<file path="src/rtl/table_loader.sv">
// Streams words from a valid/ready input into a 2**aw-entry table through a registered write port.
// It keeps a running modulo-2**dw checksum and flags whether a pass completed or was aborted.
module table_loader #(
  parameter int              aw = 10,
  parameter int              dw = 8,
  parameter logic [dw-1:0]   iv = '0
) (
  input  logic          clk,
  input  logic          rst,
  input  logic          start,
  input  logic          abort,
  input  logic          in_valid,
  input  logic [dw-1:0] in_data,
  output logic          in_ready,
  output logic          wr_en,
  output logic [aw-1:0] wr_addr,
  output logic [dw-1:0] wr_data,
  output logic          busy,
  output logic          done,
  output logic [dw-1:0] checksum,
  output logic          err
);

  // Handshake: a word transfers on a rising edge where in_valid and in_ready are both high.
  // in_ready depends only on state and abort, never on in_valid.
  typedef enum logic [1:0] {IDLE, LOAD, DONE} state_t;

  state_t        state;
  state_t        next_state;
  logic [aw-1:0] count;
  logic          accept;
  logic          last;
  logic          restart;

  assign in_ready = (state == LOAD) && !abort;
  assign accept   = in_valid && in_ready;
  assign last     = accept && (count == {aw{1'b1}});
  assign restart  = (state != LOAD) && start;
  assign busy     = (state == LOAD);

  always_ff @(posedge clk) begin
    if (rst) state <= IDLE;
    else     state <= next_state;
  end

  always_comb begin
    next_state = state;
    case (state)
      IDLE, DONE: if (start) next_state = LOAD;
      LOAD: begin
        if (abort)     next_state = IDLE;
        else if (last) next_state = DONE;
      end
      default: next_state = IDLE;
    endcase
  end

  // Write port is registered: an accepted word appears on wr_* one cycle later.
  always_ff @(posedge clk) begin
    if (rst) begin
      count    <= '0;
      wr_en    <= 1'b0;
      wr_addr  <= '0;
      wr_data  <= iv;
      done     <= 1'b0;
      checksum <= '0;
      err      <= 1'b0;
    end else begin
      wr_en <= accept;
      if (accept) begin
        wr_addr  <= count;
        wr_data  <= in_data;
        count    <= count + aw'(1);
        checksum <= checksum + in_data;
        if (last) done <= 1'b1;
      end
      if (restart) begin
        count    <= '0;
        checksum <= '0;
        done     <= 1'b0;
        err      <= 1'b0;
      end
      if ((state == LOAD) && abort) err <= 1'b1;
    end
  end

endmodule
</file>
<file path="config.mk">
export PLATFORM = sky130hd
export DESIGN_NAME = table_loader
export DESIGN_NICKNAME = d
export VERILOG_FILES = /design/src/rtl/table_loader.sv
export SDC_FILE = /design/constraint.sdc
export NUM_CORES = 1
export LEC_CHECK = 0
export BUFFER_PORTS_ARGS = -buffer_cell sky130_fd_sc_hd__buf_2
export CAP_MARGIN = 40
export CORE_MARGIN = 1
export CORE_UTILIZATION = 45
export DETAILED_ROUTE_END_ITERATION = 12
export PLACE_DENSITY = 0.68
export SYNTH_ARGS = -nofsm -noshare
export SYNTH_HDL_FRONTEND = slang
export SYNTH_SLANG_ARGS = --single-unit
</file>
<file path="constraint.sdc">
create_clock -name clk -period 3.1 [get_ports clk]
set_input_delay 0.465 -clock clk [delete_from_list [all_inputs] [get_ports clk]]
set_output_delay 0.465 -clock clk [all_outputs]
set_load 0.01 [all_outputs]
</file>
Word level (Yosys, flattened, before mapping)
Index checks and enable logic that the tools add are counted.
{"block": "totals", "latch_bits": 0, "ramBits": 0, "input_bits": 13, "elab_cells": 34, "mem_count": 0, "rom_bits": 0, "output_inout_bits": 31, "regBits": 41}
{"block": "classes", "addsub": 2, "div": 0, "reduce_logical": 12, "n_mul": 0, "n_bitwise": 0, "n_lt_le_gt_ge": 0, "eq_ne": 6, "mux": 6, "n_shift": 0}
{"operator": "10-bit by 1-bit adder with 10-bit output (second input constant)", "n": 1}
{"operator": "10-bit equality test (second input constant)", "n": 1}
{"operator": "8-bit adder", "n": 1}
{"operator": "2-bit 2-to-1 mux", "n": 3}
{"operator": "1-bit logical AND", "n": 5}
{"operator": "2-bit one-hot mux with 2 select lines", "n": 1}
{"operator": "2-bit AND reduction", "n": 2}
{"operator": "2-bit OR reduction", "n": 2}
{"operator": "3-bit by 2-bit != test with 1-bit output (second input constant)", "n": 1}
{"operator": "2-bit by 1-bit equality test with 1-bit output (second input constant)", "n": 1}
{"operator": "2-bit equality test (second input constant)", "n": 1}
{"operator": "2-bit logical NOT", "n": 1}
{"operator": "1-bit 2-to-1 mux", "n": 2}
{"operator": "2-bit by 1-bit != test with 1-bit output (second input constant)", "n": 1}
{"operator": "2-bit != test (second input constant)", "n": 1}
{"operator": "2-bit nonzero test", "n": 1}
{"operator": "1-bit logical NOT", "n": 1}

Longest topological paths before layout
Gate-level depths: netlist of the first run.
{"block": "logic_depth", "depth_word": 7, "mapped_depth": 7, "ltp_nobuf": 7}

Worst setup path after synthesis of the first run
OpenSTA, ideal clock, no wires.
{"block": "synth_timing", "path_kind": "input-to-reg", "start": "input in_data[0]", "end": "register checksum[6]", "required_ns": 2.978, "path_buffers": 0, "setup_time_ns": 0.122, "arrival_time_ns": 1.994, "path_slack_ns": 0.984, "stages": 7, "cell_sequence": "ha_1 fa_1 a211oi_1 o21bai_1 a21oi_1 nor4_1 a311o_1"}
{"block": "synth_between", "elab_chain_cells": 1}
{"item": "from (decl)", "line_no": "13", "source": "input logic [dw-1:0] in_data,"}
{"item": "8-bit adder", "line_no": "74", "source": "checksum <= checksum + in_data;"}
{"item": "to (signal assigned)", "line_no": "74"}
{"item": "to (decl)", "line_no": "20", "source": "output logic [dw-1:0] checksum,"}
Every way passes these cells.
A chain may end at the register's enable or synchronous reset.

Final worst setup path of the first run
{"block": "layout_timing", "start": "register checksum[0]", "end": "register checksum[6]"}
{"block": "layout_between", "elab_chain_cells": 1}
{"item": "8-bit adder", "line_no": "74"}
Every way passes these cells.

==> flow_summary_export.csv, run 1 <==
group,metric,value,unit
outcome,status,"finished, final reports clean",
clock_network,clockBufferDepth,2,
critical_path,endpoint_kind,"register",
placement,dp_hpwl,2.69,mm
floorplanning,die_area,4260,sq um
pwr,leakage,0.911,nW
pwr,power_switching,0.230,mW
floorplanning,pin_count,44,
sta,grt_setup_unrepaired,"no",
global_route,grt_pass1_wl,6.37,mm
placement,io_buffers,43,
pwr,irDropWorstVdd,233,uV
global_route,grt_util_all_layers,19.5,%
synth,netlist_area,1800,sq um
final_layout,fin_nets,280,
sta,tightest_slew,0.420,ns
pwr,power_frac_comb,7.1,%
critical_path,worstSetupPathType,"reg2reg",
floorplanning,die_h,65.3,microns
clock_network,cts_setup_buffers,0,
drt,drt_iter0_drc,84,
drt,routed_wl,3.66,mm
pwr,powerDensity,483,nW/um^2
clock_network,cts_root_buf,"clkbuf_8",
final_layout,drive_gt1_share,22.0,%
drt,post_drt_wl_per_cell,11.9,microns
global_route,grt_pass1_vias,1424,
synth,avgSynthCellArea,8.39,sq um
final_layout,diodes,0,
floorplanning,num_rows,22,
drt,remaining_drc_errors,0,
drt,antenna_left,0,
sta,report.final.hold_viol_count,0,
sta,finalMaxSlewViolations,0,
pwr,seqPwrFrac,51.0,%
final_layout,final_util,58.3,%
floorplanning,initial_utilization,48.2,%
critical_path,start_kind,"register",
worst_hold_path,hold_path_class,"in2reg",
critical_path,critPathMaxFanout,3,
final_layout,syn2layout_area_growth,21.0,%
placement,gp_congestion,0.781,
synth,yosys.area.top_type,"dfxtp_1",
synth,synthCells,215,
synth,yosysWarningCount,0,
global_route,antenna_found_initial,0,
sta,max_freq,468,MHz
run,cap_viol_max_count,0,
sta,setup_viol,0,
synth,ys_seq_area_share,45.5,%
synth,synth_flop_cell,"dfxtp_1",
sta,relSlewSlack,72.0,%
synth,synth_top_area_share,45.5,%
clock_network,cts.clk_slew.worst_paths,0.08,ns
sta,min_period,2.14,ns
floorplanning,die_x,65.3,microns
sta,finalCritPeriodShare,68.9,%
clock_network,cts_max_level,2,
pwr,p_sw_share,21.9,%
global_route,grt_max_degree,24,
sta,tns,0,ns
synth,synth_seq_cells,41,
drt,via_per_inst,5.21,
floorplanning,coreArea,3740,sq um
pwr,power.share.clock,41.9,%
clock_network,insertion_delay,0.29,ns
clock_network,cts_buffers,5,
clock_network,cts.repair.resized,0,
drt,dr.pass1.iters,4,
drt,via_count,1598,
critical_path,worst_ep_arrival_time,2.32,ns
final_layout,final_cell_mix,"nand2_1, buf_2, dfxtp_1, a21oi_1, nor2_1",
clock_network,ctsHoldBuffers,0,
synth,yosys-top-cells-area,"dfxtp_1, nand2_1, a21oi_1, ha_1, nor2_1",
global_route,grt_overflow_total,0,
synth,syn-num-nets,237,
synth,synth_edf_count,0,
synth,yosysUniqueCellTypes,35,
pwr,p_int,0.824,mW
final_layout,mostFrequentLayoutCell,"nand2_1",
sta,fin_skew,0.00532,ns
clock_network,clkSinkCount,41,
clock_network,cts_tree,"yes",
synth,synthArstFlopShare,0,%
critical_path,required,3.28,ns
## power groups by stage
stage | sequential (mW) | combinational [mW] | clock [mW]
2_1_floorplan | 0.551 | 0.0450 | 0
3_3_place_gp | 0.550 | 0.0743 | 0
3_5_place_dp | 0.550 | 0.0750 | 0
4_1_cts | 0.538 | 0.0752 | 0.458
5_1_grt | 0.539 | 0.0839 | 0.483
6_report | 0.538 | 0.0744 | 0.442
## critical path, cell delays in order (launching register included)
cell      delay [ns]
dfxtp_1         0.33
ha_1            0.22
fa_1            0.42
a211oi_1        0.36
o21bai_1        0.12
a21oi_1         0.20
nor4_1          0.07
a311o_1         0.32
## synthesized netlist by cell type (3+ instances only)
cell,instances
dfxtp_1,41
xor2_1,5
or3_1,4
nor3_1,3
o21ai_0,6
ha_1,8
nor2_1,13
a21oi_1,34
clkbuf_1,6
xnor2_1,5
a21o_1,3
nand2_1,55
a211oi_1,4
## final timing paths
kind / endpoint / startpoint / slack (ns) / cells after the start
setup / recovery: checksum[6] / checksum[0] / 0.96 / 7
hold / removal: wr_data[0] / in_data[0] / 0.43 / 3
hold reg to reg: wr_addr[2] / wr_addr[2] / 0.45 / 2
setup reg to reg: checksum[6] / checksum[0] / 0.96 / 7
## per-stage QoR
stage / total power, mW / setup slack [ns] / cell area (sq um) / hold WS, ns / cells
2_1_floorplan: 0.596 / 0.984 / 1800 / 0.446 / 215
3_3_place_gp: 0.624 / 0.776 / 2060 / 0.439 / 299
3_5_place_dp: 0.625 / 0.718 / 2060 / 0.445 / 299
4_1_cts: 1.07 / 0.971 / 2180 / 0.415 / 307
5_1_grt: 1.11 / 0.823 / 2180 / 0.424 / 307
6_report: 1.05 / 0.964 / 2180 / 0.427 / 307
## area by class of cell
type                    count  area, sq um
inverters                   1         3.75
multi-input cells         163          938
clock buffers               6         82.6
fillers                   381         1560
flip-flops and latches     41          821
well taps                  48         60.1
clock inverters             2         37.5
repair buffers             46          238
## cell families after synthesis
family / synth area share [%]
AND/OR/NAND/NOR: 23.0
XOR/XNOR: 4.86
flip-flops: 45.5
adder cells (fa/ha/maj): 6.66
buffers and inverters: 2.43
AO/OA/AOI/OAI: 17.5
## metal layers
metal  track usage (%)  vias to the layer above  routed length (microns)
met5                 0                        -                        0
met4              6.52                        0                       53
met3              6.42                        6                      155
met2              31.1                       30                     1640
met1              24.7                      732                     1810
li1                  -                      830                        -
## state kept, by name, indices dropped and copies added, names as in the netlist
signal / cells
wr_data: 8
done: 1
count: 10
checksum: 8
state: 2
err: 1
wr_en: 1
wr_addr: 10
(Power assumes the default switching activity.)
==> run 2: changes to the inputs <==
- ABC_AREA: default -> 1
- PLACE_DENSITY: 0.68 -> 0.67
- clock period: 3.1 -> 2 ns (I/O delays scaled with it)
==> flow_summary_export.csv, run 2 <==
group,metric,value,unit
outcome,status,"finished, final reports clean",
critical_path,start_kind,"register",
worst_hold_path,hp-start,"in_data[2]",
synth,avgSynthCellArea,7.54,sq um
synth,synthArstFlopShare,0,%
placement,place_ws,0.382,ns
synth,synth-compound-area-share,14.7,%
pwr,leakage,1.09,nW
final_layout,syn2layout_area_growth,14.3,%
sta,finalMaxSlewViolations,0,
synth,yosysMostFrequentCell,"nor2_1",
clock_network,ctsHoldBuffers,0,
sta,setup_viol,0,
final_layout,post-route-cell-area,2290,sq um
drt,routed_wl,4.07,mm
final_layout,final_cell_mix,"nor2_1, nand2_1, buf_2, dfxtp_1, inv_1",
placement,io_buffers,43,
final_layout,mostFrequentLayoutCell,"nor2_1",
sta,min_period,1.55,ns
synth,synth_top_family_by_area,"simple AND/OR/NAND/NOR gates",
synth,yosys-top-cells-area,"dfxtp_1, nor2_1, nand2_1, inv_1, o21ai_0",
floorplanning,pin_count,44,
critical_path,critPathMaxFanout,3,
clock_network,cts_root_buf,"clkbuf_8",
synth,synth_edf_count,0,
synth,syn-num-nets,288,
synth,synth_seq_cells,41,
sta,tns,0,ns
global_route,grt_max_degree,43,
drt,post_drt_wl_per_cell,11.4,microns
clock_network,cts.repair.resized,0,
critical_path,endpoint_kind,"register",
clock_network,cts_tree,"yes",
critical_path,r2r_start,"checksum[0]",
critical_path,required,2.19,ns
drt,via_count,1711,
synth,synthCells,266,
synth,ys_seq_area_share,40.9,%
sta,relSlewSlack,70.4,%
floorplanning,die_h,68.7,microns
sta,finalCritPeriodShare,77.6,%
pwr,p_sw_share,26.2,%
clock_network,cts_setup_buffers,0,
sta,fin_skew,0.00418,ns
global_route,grt_pass1_vias,1513,
final_layout,drive_gt1_share,19.9,%
drt,drt_iter0_drc,83,
critical_path,r2r_slack,0.45,ns
final_layout,ff_latch_area,821,sq um
sta,max_freq,645,MHz
pwr,power.share.clock,32.0,%
sta,report.final.hold_viol_count,0,
floorplanning,initial_utilization,48.4,%
clock_network,insertion_delay,0.29,ns
synth,ys_top_cells_by_count,"nor2_1, nand2_1, dfxtp_1, inv_1, o21ai_0",
sta,fin_hold_ws,0.276,ns
worst_hold_path,worstHoldPathCells,3,
critical_path,worstSetupPathType,"reg2reg",
synth,synth_flop_cell,"dfxtp_1",
sta,worst_slack,0.449,ns
final_layout,multi_input_area,990,sq um
floorplanning,num_rows,23,
placement,dp_hpwl,2.82,mm
pwr,seqPwrFrac,55.2,%
final_layout,fillers,423,
clock_network,cts_buffers,5,
run,cap_viol_max_count,0,
drt,antenna_left,0,
worst_hold_path,min_to,"wr_data[2]",
drt,remaining_drc_errors,0,
global_route,grt_util_all_layers,19.9,%
floorplanning,die_x,68.7,microns
floorplanning,die_area,4730,sq um
critical_path,rr_endpoint,"checksum[4]",
pwr,power_switching,0.407,mW
sta,tightest_slew,0.444,ns
drt,dr.pass1.iters,4,
placement,gp_congestion,0.831,
pwr,fin_total_pwr,1.55,mW
global_route,antenna_found_initial,0,
synth,yosysWarningCount,0,
final_layout,reg_top3,"count: 10 flops, wr_addr: 10 flops",
pwr,p_int,1.15,mW
floorplanning,coreArea,4140,sq um
critical_path,reg2regPathDepth,8,
drt,via_per_inst,4.79,
global_route,grt_overflow_total,0,
clock_network,clockBufferDepth,2,
sta,grt_setup_unrepaired,"no",
synth,yosysUniqueCellTypes,32,
synth,netlist_area,2000,sq um
pwr,power_frac_comb,12.8,%
critical_path,worst_ep_arrival_time,1.74,ns
final_layout,diodes,0,
synth,synth-xor-area-share,1.75,%
pwr,irDropWorstVdd,358,uV
synth,synth_top_area_share,40.9,%
global_route,grt_pass1_wl,6.80,mm
synth,synthMuxAreaShare,0,%
clock_network,cts.clk_slew.worst_paths,0.07,ns
worst_hold_path,hold_path_class,"in2reg",
placement,dpl_cell_area,2220,sq um
final_layout,fin_nets,330,
synth,synth_fa_ha_area_share,5.99,%
clock_network,clkSinkCount,41,
synth,yosys.area_share.simple,27.0,%
synth,yosys.area.top_type,"dfxtp_1",
pwr,powerDensity,678,nW/um^2
clock_network,cts_max_level,2,
[run 2: cell types whose count changed after synthesis, sizes merged, moves of 9 or more]
cell   previous run  this run
nor2             13        56
inv               1        32
o21ai             6        24
a21oi            34        18
nand3             2        13
nand2            55        46
[run 2: power groups by stage]
stage / combinational, mW / clock, mW / sequential, mW
3_5_place_dp: 0.200 / 0 / 0.876
6_report: 0.199 / 0.498 / 0.857
4_1_cts: 0.201 / 0.516 / 0.857
5_1_grt: 0.228 / 0.555 / 0.861
2_1_floorplan: 0.131 / 0 / 0.885
3_3_place_gp: 0.198 / 0 / 0.875
[run 2: per-stage QoR]
step,std cells,util (%)
6_report,357,55.3
5_1_grt,357,55.3
2_1_floorplan,266,-
3_3_place_gp,351,53.5
4_1_cts,357,55.3
3_5_place_dp,351,53.5
[run 2: routing by layer]
metal | vias up | track usage, % | wire length, microns
li1 | 928 | - | -
met1 | 743 | 24.3 | 2030
met2 | 35 | 31.4 | 1800
met3 | 5 | 7.89 | 182
met4 | 0 | 7.65 | 51
met5 | - | 0 | 0
[run 2: cell type report]
| class | count | area share [%] |
|---|---|---|
| Clock buffer | 5 | 3.00 |
| Clock inverter | 1 | 0.218 |
| Inverter | 33 | 5.63 |
| Multi-Input combinational cell | 184 | 43.2 |
| Sequential cell | 41 | 35.8 |
| Tap cell | 50 | 2.73 |
| Timing Repair Buffer | 43 | 9.39 |
[run 2: cells by family after synthesis]
| family | Yosys count |
|---|---|
| AND/OR/NAND/NOR | 122 |
| flip-flops | 41 |
| buffers and inverters | 41 |
| XOR/XNOR | 4 |
| AO/OA/AOI/OAI | 49 |
| adder cells (fa/ha/maj) | 9 |
[run 2: how the worst max path moves through the flow]
| stage | from | endpoint | slack (ns) | cells after the start |
|---|---|---|---|---|
| 2_1_floorplan | checksum[0] | checksum[6] | 0.52 | 8 |
| 3_3_place_gp | in_data[0] | checksum[6] | 0.38 | 9 |
| 3_5_place_dp | in_data[0] | checksum[6] | 0.38 | 9 |
| 4_1_cts | checksum[0] | checksum[6] | 0.45 | 8 |
| 5_1_grt | checksum[0] | checksum[6] | 0.33 | 9 |
| 6_report | checksum[0] | checksum[4] | 0.45 | 8 |
[run 2: worst max-delay path, stage by stage, from the launching register on]
cell and delay [ns]:
dfxtp_1 0.33, ha_1 0.22, fa_1 0.42, nand3_1 0.12, nand2_1 0.08, nand2_1 0.07
nand3_1 0.06, o211ai_1 0.10, inv_1 0.06
